**config.mk**
```make
export PLATFORM = sky130hd
export DESIGN_NAME = counter_event_monitor
export DESIGN_NICKNAME = d
export VERILOG_FILES = /design/src/rtl/counter_event_monitor.sv
export SDC_FILE = /design/constraint.sdc
export NUM_CORES = 1
export LEC_CHECK = 0
export CORE_MARGIN = 2
export CORE_UTILIZATION = 57
export DETAILED_ROUTE_END_ITERATION = 10
export PLACE_DENSITY = 0.81
export SYNTH_ARGS = -nofsm -noshare
export SYNTH_HDL_FRONTEND = slang
export SYNTH_SLANG_ARGS = --single-unit
```
**constraint.sdc**
```tcl
create_clock -name clk -period 3.75 [get_ports clk]
set_input_delay 0.5625 -clock clk [delete_from_list [all_inputs] [get_ports clk]]
set_output_delay 0.5625 -clock clk [all_outputs]
set_load 0.02 [all_outputs]
```
**src/rtl/counter_event_monitor.sv**
```systemverilog
// Watches a 4-bit up/down count stream, classifies each sampled transition and
// queues one event per classified sample in a small first-word-fall-through FIFO.
module counter_event_monitor #(
    parameter logic [3:0] THRESH = 4'd8,
    parameter int         DEPTH  = 4,
    parameter int         WCNT_W = 8
) (
    input  logic              clk,
    input  logic              rst,
    input  logic              in_valid,
    input  logic [3:0]        count,
    input  logic              clr,
    output logic              evt_valid,
    input  logic              evt_ready,
    output logic [2:0]        evt_code,
    output logic [3:0]        evt_count,
    output logic [WCNT_W-1:0] wrap_cnt,
    output logic              overflow
);

    localparam int AW = (DEPTH > 1) ? $clog2(DEPTH) : 1;
    localparam logic [AW-1:0]     PTR_ONE  = 1;
    localparam logic [AW:0]       OCC_ONE  = 1;
    localparam logic [AW:0]       OCC_FULL = (AW + 1)'(DEPTH);
    localparam logic [WCNT_W-1:0] WCNT_ONE = 1;

    typedef enum logic [2:0] {
        EV_NONE    = 3'd0,
        EV_WRAP_UP = 3'd1,
        EV_WRAP_DN = 3'd2,
        EV_REV_UP  = 3'd3,
        EV_REV_DN  = 3'd4,
        EV_THR_UP  = 3'd5,
        EV_THR_DN  = 3'd6,
        EV_JUMP    = 3'd7
    } evt_e;

    logic [3:0] prev;
    logic       prev_vld;
    logic       last_up;
    logic       dir_vld;

    logic       sample;
    logic [3:0] delta;
    logic       step_up;
    logic       step_dn;
    logic       jump;
    evt_e       code;

    logic [6:0]    mem [DEPTH];
    logic [AW-1:0] wr_ptr;
    logic [AW-1:0] rd_ptr;
    logic [AW:0]   occ;
    logic          full;
    logic          push;
    logic          pop;
    logic          push_ok;
    logic          drop;

    // Transition classification against the previous sample (mod-16 delta).
    assign sample  = in_valid & prev_vld;
    assign delta   = count - prev;
    assign step_up = sample & (delta == 4'd1);
    assign step_dn = sample & (delta == 4'hF);
    assign jump    = sample & (delta != 4'd0) & ~step_up & ~step_dn;

    always_comb begin
        code = EV_NONE;
        if (jump)
            code = EV_JUMP;
        else if (step_up && prev == 4'hF)
            code = EV_WRAP_UP;
        else if (step_dn && prev == 4'h0)
            code = EV_WRAP_DN;
        else if (step_up && dir_vld && !last_up)
            code = EV_REV_UP;
        else if (step_dn && dir_vld && last_up)
            code = EV_REV_DN;
        else if (step_up && count == THRESH)
            code = EV_THR_UP;
        else if (step_dn && prev == THRESH)
            code = EV_THR_DN;
    end

    // Sample history is kept across clr; only reset forgets it.
    always_ff @(posedge clk or negedge rst) begin
        if (!rst) begin
            prev     <= 4'd0;
            prev_vld <= 1'b0;
            last_up  <= 1'b0;
            dir_vld  <= 1'b0;
        end else if (in_valid) begin
            prev     <= count;
            prev_vld <= 1'b1;
            if (jump) begin
                dir_vld <= 1'b0;
            end else if (step_up || step_dn) begin
                dir_vld <= 1'b1;
                last_up <= step_up;
            end
        end
    end

    // Output handshake: the head event transfers on a cycle where evt_valid and
    // evt_ready are both high; evt_valid never drops without a transfer except on clr.
    assign push    = (code != EV_NONE);
    assign full    = (occ == OCC_FULL);
    assign pop     = evt_valid & evt_ready;
    assign push_ok = push & (~full | pop);
    assign drop    = push & full & ~pop;

    always_ff @(posedge clk) begin
        if (push_ok && !clr)
            mem[wr_ptr] <= {code, count};
    end

    always_ff @(posedge clk or negedge rst) begin
        if (!rst) begin
            wr_ptr <= '0;
            rd_ptr <= '0;
            occ    <= '0;
        end else if (clr) begin
            wr_ptr <= '0;
            rd_ptr <= '0;
            occ    <= '0;
        end else begin
            if (push_ok)
                wr_ptr <= wr_ptr + PTR_ONE;
            if (pop)
                rd_ptr <= rd_ptr + PTR_ONE;
            case ({push_ok, pop})
                2'b10:   occ <= occ + OCC_ONE;
                2'b01:   occ <= occ - OCC_ONE;
                default: occ <= occ;
            endcase
        end
    end

    always_ff @(posedge clk or negedge rst) begin
        if (!rst)
            overflow <= 1'b0;
        else if (clr)
            overflow <= 1'b0;
        else if (drop)
            overflow <= 1'b1;
    end

    // Wraps are counted even when the FIFO has no room for the event.
    always_ff @(posedge clk or negedge rst) begin
        if (!rst)
            wrap_cnt <= '0;
        else if (clr)
            wrap_cnt <= '0;
        else if ((code == EV_WRAP_UP || code == EV_WRAP_DN) && wrap_cnt != '1)
            wrap_cnt <= wrap_cnt + WCNT_ONE;
    end

    assign evt_valid = (occ != '0);
    assign evt_code  = evt_valid ? mem[rd_ptr][6:4] : 3'd0;
    assign evt_count = evt_valid ? mem[rd_ptr][3:0] : 4'd0;

endmodule

```
# [After elaboration in Yosys (flattened, before gate mapping)]
# Memories as Yosys holds them, arrays and structs flattened.
# Cells that the tools add are included.
[word_totals] register_bits=23 ramBits=28 input_bits=9 out_inout_bits=17 word_cells=92 n_memories=1
[mem_list] memory="mem" depth=4 width=7 read_ports=1 rd_ports_with_merged_regs=0 write_ports=1 line_no="50" rtl="logic [6:0] mem [DEPTH];"
[classes] add_sub_neg=6 eq_ne=11 n_mux=23 bitwise_logic=16 reduce_logical=26
[ops] op="3-bit two-way mux" n=9
[ops] op="4-bit == test, second input constant" n=4
[ops] op="8-bit two-way mux" n=2
[ops] op="1-bit bitwise AND" n=10
[ops] op="1-bit logical AND" n=10
[ops] op="2-bit nonzero test" n=5
[ops] op="3-bit nonzero test" n=3
[ops] op="8-bit by 1-bit adder with 8-bit output, second input constant" n=1
[ops] op="2-bit two-way mux" n=4
[ops] op="8-bit inequality test, second input constant" n=1
[ops] op="1-bit two-way mux" n=6
[ops] op="3-bit case mux with 2 select lines" n=1
[ops] op="1-bit inverter" n=5
[ops] op="2-bit by 1-bit adder with 2-bit output, second input constant" n=2
[ops] op="4-bit by 1-bit == test with 1-bit output, second input constant" n=1
[ops] op="4-bit zero test" n=1
[ops] op="4-bit two-way mux" n=1
[ops] op="4-bit nonzero test" n=1
[ops] op="4-bit subtractor" n=1
[ops] op="3-bit by 1-bit adder with 3-bit output, second input constant" n=1
[ops] op="3-bit by 1-bit == test with 1-bit output, second input constant" n=1
[ops] op="3-bit by 2-bit == test with 1-bit output, second input constant" n=1
[ops] op="3-bit == test, second input constant" n=1
[ops] op="3-bit AND reduction" n=1
[ops] op="7 further kinds" n=9

# [Depth between registers and ports, before layout]
# Gate-level depths: netlist of run 1.
[logic_depth] ltp_word=16 depth_mapped=15

# [Worst setup path before layout of run 1]
# No wires, ideal clock.
[synth_timing] kind="input to register" from="input count[0]" to="register occ[2]" arrival_time_ns=3.392 path_slack_ns=0.233 path_stages=15 path_buffers=0 cell_sequence="inv_1 -> ha_1 -> inv_1 -> fa_1 -> inv_1 -> or4b_4 -> and4b_1 -> nor3_1 -> nand2_1 -> nor2_1 -> fa_1 -> nor2_1 -> and3_1 -> a31oi_1 -> mux2_2"
[synth_between] elab_chain_cells=16
[synth_lines] item="start: declaration" line_no="11" rtl="input logic [3:0] count,"
[synth_lines] item="4-bit subtractor" line_no="62" rtl="assign delta = count - prev;"
[synth_lines] item="4-bit == test" line_no="64" rtl="assign step_dn = sample & (delta == 4'hF);"
[synth_lines] item="1-bit bitwise AND" line_no="64"
[synth_lines] item="1-bit logical AND" line_no="81" rtl="else if (step_dn && prev == THRESH)"
[synth_lines] item="3-bit two-way mux" line_no="81"
[synth_lines] item="3-bit two-way mux" line_no="79" rtl="else if (step_up && count == THRESH)"
[synth_lines] item="3-bit two-way mux" line_no="77" rtl="else if (step_dn && dir_vld && last_up)"
[synth_lines] item="3-bit two-way mux" line_no="75" rtl="else if (step_up && dir_vld && !last_up)"
[synth_lines] item="3-bit two-way mux" line_no="73" rtl="else if (step_dn && prev == 4'h0)"
[synth_lines] item="3-bit two-way mux" line_no="71" rtl="else if (step_up && prev == 4'hF)"
[synth_lines] item="3-bit two-way mux *" line_no="69" rtl="if (jump)"
[synth_lines] item="3-bit nonzero test *" line_no="106" rtl="assign push = (code != EV_NONE);"
[synth_lines] item="1-bit bitwise AND *" line_no="109" rtl="assign push_ok = push & (~full | pop);"
[synth_lines] item="2-bit by 1-bit == test with 1-bit output or 2-bit == test (tied branches)" line_no="131" rtl="case ({push_ok, pop})"
[synth_lines] item="3-bit case mux with 2 select lines" line_no="131"
[synth_lines] item="3-bit two-way mux" line_no="122" rtl="end else if (clr) begin"
[synth_lines] item="end signal: assignment" line_no="132" rtl="2'b10: occ <= occ + OCC_ONE;"
[synth_lines] item="end signal: assignment" line_no="133" rtl="2'b01: occ <= occ - OCC_ONE;"
[synth_lines] item="end: declaration" line_no="53" rtl="logic [AW:0] occ;"
# Every way passes the cells marked *; elsewhere a longest branch is shown, timed or not.
# A chain may end at the register's enable or synchronous reset.

# [Final worst setup path of run 1]
[layout_timing] from="input count[2]" to="register occ[2]"
# The elaborated chain is that of the path after synthesis.

==> out/qor.yml, run 1 <==
run_status: "finished clean"
synthArstFlopShare_pct: 45.10
fp.dieH_um: 73.27
final_cell_mix: "36 x buf_4, 28 x edfxtp_1, 23 x dfrtp_1, 23 x clkdlybuf4s50_1, 15 x nor2_1"
first_global_vias: 1999
routed_wl_um: 5767
clk_pin_slew_ns: 0.10
htree_levels: 2
rsz0062_at_grt: "no"
cp_max_fo: 4
worst_clock_skew_ns: 0.008960
worst_pin_slew_ns: 1.085
critPathLaunchType: "input port"
drt_pre_antenna_iters: 4
yosysWarnings: 0
totalPowerFinal_mw: 1.850
clock_latency_ns: 0.30
gp_congestion: 0.8403
use_met2_pct: 39.84
grt_usage_pct: 22.92
post_cts_buffers: 0
busiest_layer: "met2"
hpwlAfterDp_um: 4080
maxCapViolCount: 0
ys.flop_type: "edfxtp_1"
grt_pass1_wl_um: 9349
core_area_sq_um: 4661
ys_seq_elements: 51
num-nets-final: 310
grtUsageMet3_pct: 3.704
antenna_found_initial: 0
min_period_over_period_pct: 94.20
clock-root-buffer: "clkbuf_8"
peakVddDrop_uv: 321.2
syn_area_sq_um: 2735
antenna_cells: 0
num_rows: 25
grt_overflow: 0
vias_per_cell: 5.942
cts-hold-fix-buffers: 0
wl_per_cell_um: 16.67
required_ns: 3.95
dpl.cell_count: 338
crit_path_max_incr_delay_ns: 0.54
hp-class: "reg2reg"
fin_crit_ns: 3.532
end_kind: "flop"
layout_setup_ws_ns: 0.2176
ys_seq_area_share_pct: 51.78
synth_edf_count: 28
ys_types: 51
maxSlewViolCount: 0
nFillCells: 323
synthCells: 233
worstPathArrival_ns: 3.73
dp_slack_ns: -0.3218
die_w_um: 73.27
tns_ns: 0
syn_nets: 252
power_density_nw_per_um2: 538.5
setup_violations: 0
dieArea_sq_um: 5368
max_freq_mhz: 283.1
worst-path-buf-inv: 3
drc: 0
io_buffer_count: 25
grt_max_degree: 24
drtIter0Drc: 134
postPlaceCellArea_sq_um: 3277
hold_violations: 0
area_delta_synth_final_pct: 25.62
instances_no_fill: 346
relSlewSlack_pct: 27.44
cts_buffers: 5
layout_commonest_cell: "buf_4"
crit_family: "simple AND/OR/NAND/NOR gates"
start_util_pct: 58.68
ant_nets: 0
cts_tree: "built"
num_vias: 2056
power.leakage_nw: 1.400
cts_buffer_depth: 2
synth.avg_cell_area_sq_um: 11.74
crit_type: "in2reg"
io_pins: 26
cp_cell_sequence: "clkdlybuf4s50_1 > ha_1 > buf_4 > nand3b_1 > a21oi_1 > buf_4 > or4_1 > o211a_1 > nand2_1 > nor2_1 > fa_1 > nor2_1 > and3_1 > a31oi_1 > mux2_2"
cts_sinks: 51
stdcell_area_sq_um: 3436
cpMaxStageDelayCell: "or4_1"
drive_gt1_share_pct: 22.95
grtUsageMet1_pct: 29.72
final cells by class:
type	instances	area [sq um]	share of cell area [%]
clock inverter	3	67.56	1.966
clock buffer	5	68.82	2.003
inverter	11	41.29	1.202
sequential	51	1416	41.22
multi-input combinational	161	1249	36.34
timing repair buffer	61	525.5	15.29
tap	54	67.56	1.966
flip-flops by register name, summed over array words and instances (netlist names):
register	flops
prev_vld	1
overflow	1
dir_vld	1
rd_ptr	2
wrap_cnt	8
prev	4
last_up	1
occ	3
wr_ptr	2
mem	28
worst reg2reg max path, cell delays in order (launching register included):
cell and delay (ns):
dfrtp_1 0.42, ha_1 0.19, inv_1 0.06, fa_1 0.44, xnor2_2 0.18, or4b_4 0.51
and4b_1 0.28, nor3_2 0.07, nand2_1 0.10, nor2_1 0.06, fa_1 0.38, nor2_1 0.11
and3_1 0.16, a31oi_1 0.04, mux2_2 0.28
per-stage QoR:
step                hold slack, ns  utilization [%]
floorplan                   0.2669                -
global placement            0.4664            70.31
detailed placement          0.4848            70.31
CTS                         0.5106            73.45
global route                0.5239            73.72
finish                      0.5059            73.72
layer usage:
metal / wire [um] / part of all wire [%]
met1: 2477 / 43
met2: 2989 / 52
met3: 216 / 3.7
met4: 82 / 1.4
met5: 0 / 0
cell usage after synthesis, types with 2 or more instances:
master	number	share of area, %
nor3_1	4	0.73
and2_1	7	1.6
and3b_1	3	0.96
xor2_1	4	1.3
a31oi_1	3	0.69
nand4_1	4	0.91
o21ai_0	5	0.91
o211a_1	2	0.73
mux4_2	7	5.8
mux2_2	6	2.5
or3_1	6	1.4
nor4b_1	2	0.64
dfrtp_1	23	21
o31ai_1	4	1.1
a21o_1	2	0.55
nand2b_1	2	0.46
nor2b_1	3	0.69
inv_1	10	1.4
a211oi_1	3	0.82
ha_1	8	3.7
or2_2	3	0.69
or4_1	6	1.6
clkbuf_1	8	1.1
nand2_1	14	1.9
nor2_1	15	2.1
mux2i_1	2	0.73
and3_1	6	1.4
fa_1	2	1.5
nand3_1	9	1.6
edfxtp_1	28	31
xnor2_1	4	1.3
a21oi_1	9	1.6
path summary, 6_finish.rpt:
path	start	endpoint	slack [ns]	depth (start not counted)
max	count[2]	occ[2]	0.22	15
min	prev_vld	prev_vld	0.51	1
max reg2reg	prev[0]	occ[2]	0.36	14
min reg2reg	prev_vld	prev_vld	0.51	1
max in group asynchronous	rst	rd_ptr[1]	2.26	1
min in group asynchronous	rst	wrap_cnt[2]	0.84	1
logic make-up (layout without fill, tap and decap cells):
group,Yosys count,after routing,synth area share (%)
simple gates,89,89,18.57
mux,15,15,8.966
fa+ha+maj,10,10,5.124
xor+xnor,8,8,2.561
flops,51,51,51.78
buf+inv,21,80,3.202
compound gates,39,39,9.790
repair_timing:
item | CTS | global route
gates resized for setup | 2 | 3
pin swaps | 0 | 2
endpoints found under the setup margin | 1 | 8
power by group:
part / switching [mW] / internal, mW
Combinational: 0.325 / 0.341
Clock: 0.181 / 0.266
Sequential: 0.0798 / 0.657
Note: power is estimated with default switching activity, not from simulation.
==> run 2: changes to the inputs <==
Settings changed: SLEW_MARGIN set to 5.
==> results of run 2 <==
No change in the layout: final DEF, timing and power equal those of run 1.
==> RTL change 1 (flow settings as in run 1) <==
`WCNT_W`: 8 -> 12.
--- a/src/rtl/counter_event_monitor.sv
+++ b/src/rtl/counter_event_monitor.sv
@@ -5,3 +5,3 @@
     parameter int         DEPTH  = 4,
-    parameter int         WCNT_W = 8
+    parameter int         WCNT_W = 12
 ) (
Interface: changed (resized wrap_cnt); port bits go from 26 to 30. The function was not compared with the original's and may differ.
==> RTL change 1 against run 1 <==
First-iteration DRC count down 18%; worst setup slack got worse by 0.14 ns; sequential share of layout area fell by 0.84 points; clock skew down 0.0055 ns; synthesized area up 12%; power shrank 4.5%; highest routed layer unchanged; clock power shrank 23%; final cell count increased by 14%; design area up 9.3%; synthesized cell count grew 12%; global-route usage fell by 1.1 points; die area grew 11%; sequential cell count grew 4; routed wire length increased by 5.5%.
==> RTL change 1: results (changes against run 1) <==
Synth
  • Mux contribution to synthesized area: 9.58% (+0.62 points)
  • Post-synthesis compound-gate area fraction: 8.52% (-1.3 points)
  • Synth Net Count: 281 (+12%)
  • Post-synthesis sequential element count: 55 (+7.8%)
  • XOR/XNOR share of the synthesized area: 1.15% (-1.4 points)

Timing
  • Clk_skew: 0.00351 ns (-0.00545 ns)
  • Worst hold margin: 0.531 ns (+0.0251 ns)

Layout
  • Fraction of area in multi-input gates: 37.9% (+1.6 points)
  • Top Registers: mem: 28 flops, wrap_cnt: 12 flops, prev: 4 flops
  • Multi-input gates: 183 (+14%)
  • Final Non-Filler Cells: 395 (+14%)
  • Non-Clock Inverter Count: 13 (+2)
  • Final #Nets: 343 (+11%)
  • Signal buf overhead: 15.5% (+0.17 points)
  • Proportion of cell area occupied by registers: 40.4% (-0.84 points)
  • Non-clock buffer count: 66 (+8.2%)
  • Layout cells sized above 1: 22.5% (-0.48 points)

Place
  • IO buf count: 29 (+16%)
  • Placed Cells: 384 (+14%)
  • Post-DP HPWL: 4.39 mm (+7.5%)

Drt
  • Iter 0 DRT Violations: 110 (-18%)
  • Final WL: 6.08 mm (+5.5%)
  • Via count: 2264 (+10%)

GRT
  • Number of global-route vias before repair: 2185 (+9.3%)
  • First-pass GRT wire length: 10.2 mm (+9.4%)
  • Total Routing Usage GR: 21.8% (-1.1 points)

Worst setup path
  • Worst path arrival time: 3.88 ns (+0.15 ns)
  • Slowest CP cell: or4b_4
  • Worst Setup SP: count[0]

Power and ir drop
  • Worst IR Drop VDD: 0.000249 V (-23%)
  • Internal cell power: 0.00117 W (-7.4%)
  • Sequential Power: 0.000764 W (+3.7%)
  • P_comb: 0.000659 W (-1%)

Status
  • Outcome: completed
==> RTL change 1: worst max-delay path by stage <==
stage,end
6_report,occ[2]$_DFFE_PN0P_
5_1_grt,occ[2]$_DFFE_PN0P_
4_1_cts,occ[2]$_DFFE_PN0P_
3_5_place_dp,occ[2]$_DFFE_PN0P_
3_3_place_gp,occ[2]$_DFFE_PN0P_
2_1_floorplan,mem[2][0]$_DFFE_PP_
==> RTL change 1: stage by stage <==
stage	power, W	util, %
2_1_floorplan	0.00117	-
3_3_place_gp	0.00141	70.3
3_5_place_dp	0.00143	70.3
4_1_cts	0.00178	72.2
5_1_grt	0.00187	73.1
6_report	0.00177	73.1
==> RTL change 1: metal layers <==
layer	wire length, µm	share of wire (%)	vias to the layer above	GRT usage (%)
met5	0	0	-	0
met4	64	1.1	0	6.43
met3	252	4.1	4	3.88
met2	3020	50	52	36.5
met1	2750	45	1103	29.1
li1	-	-	1105	-
==> RTL change 2 (flow settings as in run 1) <==
Without the edit above. Make the reset (`rst`) synchronous in 4 clocked blocks.
--- a/src/rtl/counter_event_monitor.sv
+++ b/src/rtl/counter_event_monitor.sv
@@ -85,3 +85,3 @@
     // Sample history is kept across clr; only reset forgets it.
-    always_ff @(posedge clk or negedge rst) begin
+    always_ff @(posedge clk) begin
         if (!rst) begin
@@ -116,3 +116,3 @@
 
-    always_ff @(posedge clk or negedge rst) begin
+    always_ff @(posedge clk) begin
         if (!rst) begin
@@ -138,3 +138,3 @@
 
-    always_ff @(posedge clk or negedge rst) begin
+    always_ff @(posedge clk) begin
         if (!rst)
@@ -148,3 +148,3 @@
     // Wraps are counted even when the FIFO has no room for the event.
-    always_ff @(posedge clk or negedge rst) begin
+    always_ff @(posedge clk) begin
         if (!rst)
Function: differs if rst is asserted again (counterexample within 4 cycles, from zero or initial values and one cycle with rst low); with rst held inactive, the same outputs for 4 cycles.
==> RTL change 2 against run 1 <==
Design area shrank 9.2%; sequential cell count up 2; synthesized area shrank 6.7%; register-to-register slack improved by 0.15 ns; routed wire length is 13% lower; final cell count decreased by 7.2%; worst setup slack worse by 0.017 ns; critical path type unchanged; highest routed layer unchanged.
Power is not compared: it rests on default switching activity, and its combinational part moved more than twofold at a synthesized area within 25%.
==> RTL change 2: results (changes against run 1) <==
Status
  • Outcome: completed

Timing
  • Final WS setup: 0.201 ns (-0.0169 ns)
  • Clk_skew: 0.00414 ns (-0.00482 ns)
  • Worst Tran Pin Value: 0.591 ns (-0.494 ns)
  • Worst hold margin: 0.478 ns (-0.0277 ns)

Synth
  • Synth cell types: 48 (-5.9%)
  • Post-Synth Adder-Cell Area: 5.49% (+0.37 points)
  • Mux contribution to synthesized area: 8.14% (-0.82 points)
  • XOR/XNOR share of the synthesized area: 2.06% (-0.50 points)
  • Post-synthesis compound-gate area fraction: 9.61% (-0.18 points)
  • Area contributors post-synth: edfxtp_1, dfxtp_1, mux4_2
  • Most frequent cells after synthesis: edfxtp_1, dfxtp_1, nand2_1
  • Synth Net Count: 240 (-4.8%)

Worst setup path
  • R2R Setup Slk: 0.51 ns (+0.15 ns)
  • R2r startpoint: prev[2]$_SDFFE_PN0P_
  • R2R depth: 12 (-2)
  • Worst path arrival time: 3.72 ns (about the same)
  • CP max FO: 8 (+4)
  • Slowest CP cell: or3_1
  • CP max stage delay: 0.50 ns (-0.04 ns)

Drt
  • Via count: 1856 (-9.7%)
  • Final WL: 5.02 mm (-13%)
  • Iter 0 DRT Violations: 131 (-2.2%)

Place
  • Setup WS pre-CTS: -0.185 ns (+0.137 ns)
  • IO buf count: 25 (unchanged)
  • Gp weighted congestion: 0.785 (-6.6%)
  • Post-DP HPWL: 3.62 mm (-11%)

Layout
  • Layout cells sized above 1: 17.5% (-5.5 points)
  • Final #Nets: 287 (-7.4%)

GRT
  • Met3 Track Usage GR: 4.13% (+0.43 points)
  • Largest net degree at the start of global routing: 17 (-29%)
  • First-pass GRT wire length: 8.41 mm (-10%)

Clocking
  • CTS resizes: 0 (-2)

Worst hold path
  • Hold Crit Start: overflow$_SDFFE_PP0P_
  • Hold Crit Endpoint: overflow$_SDFFE_PP0P_
  • Hold depth: 2 (+1)
RTL change 2: cell count changes after synthesis, sizes merged, moves of 4 or more:
| cell | delta |
|---|---|
| nor3b | +5 |
| and3 | -5 |
| nor2b | +5 |
| nand2 | +6 |
| dfrtp | -23 |
| dfxtp | +25 |
| mux2 | -6 |
| nand3 | -4 |
| clkbuf | -4 |
RTL change 2: area by class of cell:
class	instances	area, µm²
clock buffers	6	72.6
clock inverters	2	15.0
fillers	323	1210
inverters	8	30.0
multi-input cells	152	1170
flip-flops and latches	53	1340
well taps	52	65.1
repair buffers	48	425
RTL change 2: metrics by stage:
step,instance area (µm²),power [W],utilization [%],cells,setup TNS (ns)
2_1_floorplan,2550,0.000713,-,221,0
3_3_place_gp,3000,0.000761,69.4,313,-0.406
3_5_place_dp,3000,0.000766,69.4,313,-3.50
4_1_cts,3090,0.00108,71.4,321,0
5_1_grt,3120,0.00112,72.1,321,-0.0217
6_report,3120,0.00108,72.1,321,0
RTL change 2: power by group through the flow:
stage	clock, W	combinational (W)	sequential, W
floorplan	0	0.0000750	0.000638
global placement	0	0.000122	0.000639
detailed placement	0	0.000126	0.000640
CTS	0.000321	0.000128	0.000626
global route	0.000347	0.000145	0.000628
finish	0.000317	0.000134	0.000626
RTL change 2: logic make-up (layout without fill, tap and decap cells):
family / Yosys count / count (layout)
adder cells (fa/ha/maj): 10 / 10
AO/OA/AOI/OAI: 35 / 35
buffers and inverters: 16 / 64
AND/OR/NAND/NOR: 89 / 89
XOR/XNOR: 6 / 6
multiplexers: 12 / 12
flip-flops: 53 / 53
RTL change 2: per-layer routing:
metal  vias to the layer above  part of all wire (%)
met5                         -                     0
met4                         0                   2.2
met3                        11                   3.3
met2                        43                    52
met1                       892                    43
li1                        910                     -
